**config.mk**
```make
export PLATFORM = sky130hd
export DESIGN_NAME = color_scan_sequencer_flat
export DESIGN_NICKNAME = d
export VERILOG_FILES = /design/src/rtl/color_scan_sequencer_pkg.sv /design/src/rtl/color_scan_sequencer_if.sv /design/src/rtl/color_scan_sequencer_freq_gate_counter.sv /design/src/rtl/color_scan_sequencer.sv /design/src/flat_wrapper.sv
export SDC_FILE = /design/constraint.sdc
export NUM_CORES = 1
export LEC_CHECK = 0
export CORE_MARGIN = 2
export CORE_UTILIZATION = 50
export CTS_BUF_LIST = sky130_fd_sc_hd__clkbuf_4 sky130_fd_sc_hd__clkbuf_8
export DETAILED_ROUTE_END_ITERATION = 12
export MAX_ROUTING_LAYER = met4
export PLACE_DENSITY = 0.75
export SYNTH_ARGS = -nofsm -noshare
export SYNTH_HDL_FRONTEND = slang
export SYNTH_SLANG_ARGS = --single-unit
```
**constraint.sdc**
```tcl
create_clock -name clk -period 5 [get_ports clk]
set_input_delay 1 -clock clk [delete_from_list [all_inputs] [get_ports clk]]
set_output_delay 1 -clock clk [all_outputs]
set_load 0.005 [all_outputs]
```
**src/rtl/color_scan_sequencer_pkg.sv**
```systemverilog
// Shared colour, filter and FSM encodings for the row-scan sequencer.
// The state encoding is reused by the RAM controller and the LED preview mux.
package color_scan_sequencer_pkg;

    typedef enum logic [1:0] {
        COL_RED    = 2'd0,
        COL_GREEN  = 2'd1,
        COL_BLUE   = 2'd2,
        COL_YELLOW = 2'd3
    } color_e;

    // Sensor S2/S3 pin codes
    localparam logic [1:0] F_RED   = 2'b00;
    localparam logic [1:0] F_GREEN = 2'b11;
    localparam logic [1:0] F_BLUE  = 2'b01;

    typedef enum logic [2:0] {
        S_IDLE,
        S_SETTLE,
        S_GATE,
        S_DECIDE,
        S_EMIT,
        S_DONE
    } state_e;

    function automatic logic [1:0] filter_code(input logic [1:0] idx);
        case (idx)
            2'd0:    return F_RED;
            2'd1:    return F_GREEN;
            default: return F_BLUE;
        endcase
    endfunction

endpackage

```
**src/rtl/color_scan_sequencer_if.sv**
```systemverilog
// Colour hand-off channel from the sequencer (master) to the RAM controller (slave).
interface color_scan_sequencer_if;
    import color_scan_sequencer_pkg::*;

    color_e color;
    logic   color_valid;
    logic   color_ready;

    modport master (output color, output color_valid, input color_ready);
    modport slave  (input color, input color_valid, output color_ready);
endinterface

```
**src/rtl/color_scan_sequencer_freq_gate_counter.sv**
```systemverilog
// Synchronises the sensor square wave, detects rising edges and counts them
// into a saturating counter while enabled; clear has priority over counting.
module freq_gate_counter #(
    parameter int unsigned COUNT_W = 12
) (
    input  logic               clk,
    input  logic               reset,
    input  logic               freq_in,
    input  logic               clr_i,
    input  logic               en_i,
    output logic [COUNT_W-1:0] count_o
);

    logic               sync1_q;
    logic               sync2_q;
    logic               prev_q;
    logic [COUNT_W-1:0] count_q;
    logic               pulse;

    assign pulse   = sync2_q & ~prev_q;
    assign count_o = count_q;

    always_ff @(posedge clk) begin
        if (!reset) begin
            sync1_q <= 1'b0;
            sync2_q <= 1'b0;
            prev_q  <= 1'b0;
            count_q <= '0;
        end else begin
            sync1_q <= freq_in;
            sync2_q <= sync1_q;
            prev_q  <= sync2_q;
            if (clr_i) begin
                count_q <= '0;
            end else if (en_i && pulse && (count_q != '1)) begin
                count_q <= count_q + COUNT_W'(1);
            end
        end
    end

endmodule

```
**src/rtl/color_scan_sequencer.sv**
```systemverilog
// Row-scan sequencer: walks the sensor bar, measures R/G/B edge counts per sensor,
// classifies each sensor's colour and hands the codes in order to the RAM controller.
module color_scan_sequencer
    import color_scan_sequencer_pkg::*;
#(
    parameter int unsigned NUM_SENSORS   = 4,
    parameter int unsigned SETTLE_CYCLES = 100,
    parameter int unsigned GATE_CYCLES   = 1000,
    parameter int unsigned COUNT_W       = 12
) (
    input  logic                   clk,
    input  logic                   reset,
    input  logic                   start,
    input  logic                   freq_in,
    output logic [NUM_SENSORS-1:0] sensor_select,
    output logic [1:0]             filter_select,
    color_scan_sequencer_if.master color_bus,
    output logic                   busy,
    output logic                   done
);

    localparam int unsigned TMAX = (GATE_CYCLES > SETTLE_CYCLES) ? GATE_CYCLES : SETTLE_CYCLES;
    localparam int unsigned TW   = (TMAX > 1) ? $clog2(TMAX) : 1;
    localparam int unsigned SW   = (NUM_SENSORS > 1) ? $clog2(NUM_SENSORS) : 1;
    localparam logic [TW-1:0] SETTLE_LAST = TW'(SETTLE_CYCLES - 1);
    localparam logic [TW-1:0] GATE_LAST   = TW'(GATE_CYCLES - 1);
    localparam logic [SW-1:0] LAST_S      = SW'(NUM_SENSORS - 1);

    state_e                 state_q;
    logic [TW-1:0]          timer_q;
    logic [SW-1:0]          s_q;
    logic [1:0]             f_q;
    logic [NUM_SENSORS-1:0] sensor_select_q;
    logic [1:0]             filter_select_q;
    color_e                 color_q;
    logic                   color_valid_q;
    logic                   busy_q;
    logic                   done_q;
    logic [COUNT_W-1:0]     cnt_r_q;
    logic [COUNT_W-1:0]     cnt_g_q;
    logic [COUNT_W-1:0]     count;

    function automatic color_e classify(input logic [COUNT_W-1:0] r,
                                        input logic [COUNT_W-1:0] g,
                                        input logic [COUNT_W-1:0] b);
        logic [COUNT_W-1:0] hi;
        logic [COUNT_W-1:0] diff;
        hi   = (r > g) ? r : g;
        diff = (r > g) ? (r - g) : (g - r);
        if ((r > b) && (g > b) && (diff <= (hi >> 2))) return COL_YELLOW;
        if ((r >= g) && (r >= b)) return COL_RED;
        if (g >= b) return COL_GREEN;
        return COL_BLUE;
    endfunction

    freq_gate_counter #(.COUNT_W(COUNT_W)) u_counter (
        .clk     (clk),
        .reset   (reset),
        .freq_in (freq_in),
        .clr_i   (state_q == S_SETTLE),
        .en_i    (state_q == S_GATE),
        .count_o (count)
    );

    // The counter is only cleared at the end of the first SETTLE cycle, so the
    // previous filter's result is still on count then; blue is read in DECIDE.
    always_ff @(posedge clk) begin
        if (!reset) begin
            state_q         <= S_IDLE;
            timer_q         <= '0;
            s_q             <= '0;
            f_q             <= 2'd0;
            sensor_select_q <= '0;
            filter_select_q <= F_RED;
            color_q         <= COL_RED;
            color_valid_q   <= 1'b0;
            busy_q          <= 1'b0;
            done_q          <= 1'b0;
            cnt_r_q         <= '0;
            cnt_g_q         <= '0;
        end else begin
            case (state_q)
                S_IDLE: begin
                    if (start) begin
                        state_q         <= S_SETTLE;
                        timer_q         <= '0;
                        s_q             <= '0;
                        f_q             <= 2'd0;
                        sensor_select_q <= NUM_SENSORS'(1);
                        filter_select_q <= F_RED;
                        busy_q          <= 1'b1;
                    end
                end
                S_SETTLE: begin
                    if ((timer_q == '0) && (f_q == 2'd1)) cnt_r_q <= count;
                    if ((timer_q == '0) && (f_q == 2'd2)) cnt_g_q <= count;
                    if (timer_q == SETTLE_LAST) begin
                        timer_q <= '0;
                        state_q <= S_GATE;
                    end else begin
                        timer_q <= timer_q + TW'(1);
                    end
                end
                S_GATE: begin
                    if (timer_q == GATE_LAST) begin
                        timer_q <= '0;
                        if (f_q == 2'd2) begin
                            state_q <= S_DECIDE;
                        end else begin
                            f_q             <= f_q + 2'd1;
                            filter_select_q <= filter_code(f_q + 2'd1);
                            state_q         <= S_SETTLE;
                        end
                    end else begin
                        timer_q <= timer_q + TW'(1);
                    end
                end
                S_DECIDE: begin
                    color_q       <= classify(cnt_r_q, cnt_g_q, count);
                    color_valid_q <= 1'b1;
                    state_q       <= S_EMIT;
                end
                S_EMIT: begin
                    if (color_bus.color_ready) begin
                        color_valid_q <= 1'b0;
                        if (s_q == LAST_S) begin
                            done_q  <= 1'b1;
                            state_q <= S_DONE;
                        end else begin
                            s_q             <= s_q + SW'(1);
                            f_q             <= 2'd0;
                            sensor_select_q <= sensor_select_q << 1;
                            filter_select_q <= F_RED;
                            state_q         <= S_SETTLE;
                        end
                    end
                end
                S_DONE: begin
                    done_q          <= 1'b0;
                    busy_q          <= 1'b0;
                    sensor_select_q <= '0;
                    filter_select_q <= F_RED;
                    state_q         <= S_IDLE;
                end
                default: state_q <= S_IDLE;
            endcase
        end
    end

    assign sensor_select         = sensor_select_q;
    assign filter_select         = filter_select_q;
    assign color_bus.color       = color_q;
    assign color_bus.color_valid = color_valid_q;
    assign busy                  = busy_q;
    assign done                  = done_q;

endmodule
```
**src/flat_wrapper.sv**
```systemverilog
// flat-port wrapper written by rule: the top's interface ports become plain ports
module color_scan_sequencer_flat import color_scan_sequencer_pkg::*;
#(
    parameter int unsigned NUM_SENSORS   = 4,
    parameter int unsigned SETTLE_CYCLES = 100,
    parameter int unsigned GATE_CYCLES   = 1000,
    parameter int unsigned COUNT_W       = 12
)
  (clk, reset, start, freq_in, sensor_select, filter_select, busy, done, color_bus_color, color_bus_color_valid, color_bus_color_ready);
  color_scan_sequencer_if color_bus_i ();
  input  logic clk;
  input  logic reset;
  input  logic start;
  input  logic freq_in;
  output logic [NUM_SENSORS-1:0] sensor_select;
  output logic [1:0] filter_select;
  output logic busy;
  output logic done;
  output wire logic [$bits(color_bus_i.color)-1:0] color_bus_color;
  output wire logic [$bits(color_bus_i.color_valid)-1:0] color_bus_color_valid;
  input wire logic [$bits(color_bus_i.color_ready)-1:0] color_bus_color_ready;
  assign color_bus_color = color_bus_i.color;
  assign color_bus_color_valid = color_bus_i.color_valid;
  assign color_bus_i.color_ready = color_bus_color_ready;
  color_scan_sequencer #(.NUM_SENSORS(NUM_SENSORS), .SETTLE_CYCLES(SETTLE_CYCLES), .GATE_CYCLES(GATE_CYCLES), .COUNT_W(COUNT_W)) u_core (.clk(clk), .reset(reset), .start(start), .freq_in(freq_in), .sensor_select(sensor_select), .filter_select(filter_select), .color_bus(color_bus_i), .busy(busy), .done(done));
endmodule
```
# Word-level counts from Yosys, hierarchy flattened
# Index checks and enable logic that the tools add are counted.
# totals
register_bits	67
in_bits	5
out_inout_bits	11
wordCells	136
# classes
add_sub_neg	6
magnitude_cmp	7
eq_ne	19
n_mux	55
bitwise_logic	3
n_reduce_logical	30
# op_table
cell	count
>= comparator 12 bit	3
> comparator 12 bit	3
2-to-1 mux 2 bit	16
2-to-1 mux 10 bit	3
case mux 10 bit (3 select lines)	1
2-to-1 mux 12 bit	2
subtractor 12 bit	2
2-to-1 mux 1 bit	16
2-to-1 mux 3 bit	5
case mux 3 bit (5 select lines)	1
adder 12 x 1 -> 12 bit, second input constant	1
less-or-equal comparator 12 x 10 -> 1 bit	1
2-to-1 mux 4 bit	3
!= test 12 bit, second input constant	1
case mux 4 bit (3 select lines)	1
AND reduction 4 bit	3
AND reduction 6 bit	2
adder 10 x 1 -> 10 bit, second input constant	1
== test 10 bit, second input constant	1
== test 10 x 7 -> 1 bit, second input constant	1
logical NOT 10 bit	1
AND reduction 2 bit	5
nonzero test 3 bit	3
!= test 2 bit, second input constant	4
other kinds (20)	40

# Depth between registers and ports, before layout
# Gate-level depths: netlist of run 1.
# depth
word_depth	17
mapped_depth	20
mapped_depth_nobuf	19

# Hierarchy
# From an unflattened synthesis of run 1, not the netlist that was laid out.
# hier_totals
cells_unflattened	666
area_unflattened_um2	5213.8
# modules_own_cells
mod	n_inst	cells_each	area_each_um2	seq_area_each_um2
color_scan_sequencer	1	585	4484.3	1041.0
freq_gate_counter	1	81	729.4	300.3

# Worst setup path after synthesis of run 1
# No wires, ideal clock.
# synth_path
path_kind	register to register
start	register u_core.cnt_g_q[1]
end	register u_core.color_q[0] (netlist: u_core.color_bus.color[0])
setup_time_ns	0.074
arrival_time_ns	3.879
t_required_ns	4.926
slack_ns	1.047
path_stages_with_launch	18
path_buffers	0
period_less_slack_ns	3.953
path_cell_list	dfxtp_1 > inv_1 > fa_1 > a211oi_2 > o31ai_2 > a311oi_2 > nor2_4 > mux2_4 > a2111oi_2 > nor3_2 > ha_1 > and3_1 > nand3_1 > o32a_1 > o21ai_0 > and4_1 > o221ai_1 > a31oi_1
# synth_between
elab_chain_cells	9
word_cells_on_any_way	29
classes_between	add/sub: 2; order compare: 5; mux: 19; reduce/logical: 3
# synth_lines
element	line	rtl
from (decl)	color_scan_sequencer.sv:40	logic [COUNT_W-1:0] cnt_g_q;
from (signal assigned)	color_scan_sequencer.sv:96	if ((timer_q == '0) && (f_q == 2'd2)) cnt_g_q <= count;
parallel branches: the longest is 8 deep, another holds subtractor 12 bit	--	
2-to-1 mux 2 bit *	color_scan_sequencer.sv:51	if ((r >= g) && (r >= b)) return COL_RED;
to (signal assigned)	color_scan_sequencer.sv:119	color_q <= classify(cnt_r_q, cnt_g_q, count);
to (decl)	color_scan_sequencer.sv:35	color_e color_q;
# Every way passes the cells marked *. The select of a mux whose other input is x is not followed.
# A chain may end at the register's enable or synchronous reset.

# Final worst setup path of run 1
# layout_path
start	register u_core.cnt_g_q[5]
end	register u_core.color_q[0] (netlist: u_core.color_bus.color[0])
# Same word-level chain as after synthesis.

==> results.md, run 1 <==
* Outcome: finished clean
* Synth area leader: dfxtp_1
* Clock latency on the worst-skew pair at 0.34 ns
* Layout Skew at 0.0148 ns
* Vias in the first global route at 4332
* Register Area at 1340 sq um
* Post-synth top area share at 26.9%
* Sum Neg Setup Slack at 0 ns
* Post-synthesis instance area at 4990 sq um
* Via density at 5.78
* R2R depth at 17
* Least-Margin Pin Slew at 0.607 ns
* Ranking of synthesized cells by area: dfxtp_1 27%, ha_1 16%, a21oi_1 7.5%
* H-tree depth at 3
* RSZ-0062 raised after global routing: no
* Max FO, Critical Path at 15
* Number of I/O pins at 16
* HPWL after DPL at 9760 um
* Peak VDD IR at 0.271 mV
* Share of cells above drive strength 1 at 5.90%
* PortBufs at 15
* Slew HR at 59.2%
* Post-synth ARST share at 0%
* Final GP Congestion at 0.958
* Worst min path class: reg -> reg
* GR Util All Layers at 24.1%
* Slew Limit Fails at 0
* Critical path startpoint: u_core.cnt_g_q[5]
* Post-Layout Cell Count at 777
* WP data required at 5.27 ns
* Worst path arrival time at 4.76 ns
* Post-synthesis sequential area ratio at 26.9%
* Commonest cells post-synth: 84 x nand2_1, 75 x a21oi_1, 67 x dfxtp_1
* Count of state elements after synthesis at 67
* DRT antenna net count at 0
* CTS resizes at 0
* Area of the multi-input gates at 3310 sq um
* # DRC at 0
* Synthesis-to-layout area growth at 7.45%
* Die height at 104 um
* Hold Path Sink: u_core.u_counter.sync2_q
* # diodes at 0
* Site Rows at 36
* Period utilization at 89.7%
* Initial DRC Count at 218
* Clock root buffer: clkbuf_8
* Die ar. at 10800 sq um
* Synthesized Nets at 712
* Drt pass-1 iters at 5
* Setup bufs post-CTS at 0
* Routed len/inst at 15.9 um
* Final Setup Violations at 0
* Cells on Worst Hold Path at 1
* Worst r2r dst: u_core.color_bus.color[0]
* Syn Inst Count at 640
* Core area at 9730 sq um
* Ys Warns at 0
* FMAX at 223 MHz
* Hold Path Origin: u_core.u_counter.sync1_q
* Most numerous cell in the Yosys netlist: nand2_1
* Ys flop type: dfxtp_1
* Global route overflow at 0
* Layout Nets at 713
* Power per Cell Area at 234 nW/um^2
* CP endpoint kind: flip-flop
* Placed cell count at 763
* WS Path Type: reg -> reg
* Avg Cell Area, Syn at 7.80 sq um
* Cts bufs inserted at 9
* Via Count at 4493
* Initial Utilization at 51.3%
* Worst Setup Start Kind: flip-flop
* WHS at 0.438 ns
* Register-to-register setup slack at 0.51 ns
* Max-cap violations at 0
* Tmin final at 4.49 ns
* Clock buffer depth at 2
* Synth unique cells at 63
* Final WL at 12400 um
* Die width at 104 um
* Hold-fix buffers, CTS at 0
* Worst R2R Start: u_core.cnt_g_q[5]
* Initial antenna violation count at 0
* CTS tree: built
* Fill cells at 929
* Clock Sinks at 67
* Post-synth EDFFs at 0
* Leakage power at 2.13 nW
* Largest net degree at the start of global routing at 25
* First-pass GRT wire length at 20700 um
* Hold Vio Cnt, Final at 0
* Clock-pin slew on the worst setup and hold paths at 0.07 ns
[cell type report]
| class | count | share of cell area (%) |
|---|---|---|
| Clock buffer | 10 | 2.57 |
| Clock inverter | 4 | 0.537 |
| Inverter | 54 | 3.78 |
| Multi-Input combinational cell | 490 | 61.6 |
| Sequential cell | 67 | 25.0 |
| Tap cell | 133 | 3.10 |
| Timing Repair Buffer | 19 | 3.36 |
[per-stage QoR]
step	instance area [sq um]	setup slack (ns)	util, %	power [W]
6_report	5360	0.514	55.1	0.00126
3_3_place_gp	5200	0.690	53.4	0.000868
5_1_grt	5360	0.202	55.1	0.00132
2_1_floorplan	4990	1.05	-	0.000801
3_5_place_dp	5200	0.553	53.4	0.000875
4_1_cts	5360	0.527	55.1	0.00126
[how the worst max path moves through the flow]
stage | end | slack (ns) | cells past startpoint
6_report | u_core.color_bus.color[0] | 0.51 | 17
3_5_place_dp | u_core.color_bus.color[0] | 0.55 | 17
2_1_floorplan | u_core.color_bus.color[0] | 1.05 | 17
4_1_cts | u_core.color_bus.color[0] | 0.53 | 17
3_3_place_gp | u_core.color_bus.color[0] | 0.69 | 17
5_1_grt | u_core.color_bus.color[0] | 0.20 | 17
[sequential cells by signal, indices dropped and copies added, names as in the netlist, 2 cells and up]
name                      count
u_core.u_counter.count_o     12
u_core.timer_q               10
u_core.state_q                3
u_core.cnt_g_q               12
u_core.filter_select          2
u_core.s_q                    2
u_core.color_bus.color        2
u_core.sensor_select          4
u_core.cnt_r_q               12
u_core.f_q                    2
[cell families (layout without fill, tap and decap cells)]
family | Yosys count | count (layout) | share of synthesized area (%)
AOI/OAI and AO/OA | 161 | 161 | 20.7
buffers and inverters | 83 | 87 | 6.89
DFF | 67 | 67 | 26.9
adders and majority gates | 67 | 67 | 17.1
and+or+nand+nor | 225 | 225 | 21.1
xor gates and xnor gates | 27 | 27 | 4.74
muxes | 10 | 10 | 2.61
[placed cells by master, fill, tap and decap left out, types with 4 or more instances in the layout]
cell and count:
a21o_1 16, inv_1 54, and2_1 10, a211oi_1 7
nor3_1 10, dfxtp_1 67, o211ai_1 5, nor4_1 4
nor2b_1 6, nor2_1 56, xnor2_1 17, clkdlybuf4s50_1 15
nand4_1 17, nand2_1 84, o21ai_0 20, xor2_1 10
or3_1 5, a311oi_1 4, clkbuf_8 10, buf_4 4
nand3_1 14, ha_1 65, and3_1 5, mux2i_1 4
a21oi_1 75
[critical path: stages, from the launching register on]
cell       delay [ns]
dfxtp_1          0.40
inv_1            0.06
ha_1             0.50
nand2_1          0.16
o31ai_2          0.40
a311oi_2         0.21
nor2_4           0.40
mux2_4           0.36
a2111oi_2        0.40
nor3_2           0.09
ha_1             0.30
and3_1           0.15
nand3_1          0.10
o32a_1           0.34
o21ai_0          0.06
and4_1           0.18
o221ai_1         0.13
a31oi_1          0.19
[routing by layer]
layer | global-route usage (%) | wire length (um) | vias to the layer above
li1 | - | - | 2231
met5 | - | 0 | -
met3 | 4.01 | 678 | 23
met2 | 40.1 | 6030 | 142
met4 | 7.82 | 246 | 0
met1 | 29.7 | 5410 | 2097
[power by group]
| group | internal (W) | switching (W) | total [W] |
|---|---|---|---|
| combinational | 0.000102 | 0.000163 | 0.000266 |
| sequential | 0.000559 | 0.0000426 | 0.000601 |
| clock | 0.000188 | 0.000200 | 0.000388 |
| total | 0.000849 | 0.000406 | 0.00126 |
No activity file was read; power rests on OpenSTA's default activity.
==> inputs of run 2 (changes only) <==
--- a/config.mk
+++ b/config.mk
@@ -9,8 +9,10 @@
 export CORE_UTILIZATION = 50
 export CTS_BUF_LIST = sky130_fd_sc_hd__clkbuf_4 sky130_fd_sc_hd__clkbuf_8
 export DETAILED_ROUTE_END_ITERATION = 12
+export HOLD_SLACK_MARGIN = 0.15
 export MAX_ROUTING_LAYER = met4
 export PLACE_DENSITY = 0.75
 export SYNTH_ARGS = -nofsm -noshare
 export SYNTH_HDL_FRONTEND = slang
 export SYNTH_SLANG_ARGS = --single-unit
+export TNS_END_PERCENT = 1
==> results of run 2 <==
Final layout, timing and power as in run 1 (identical DEF).
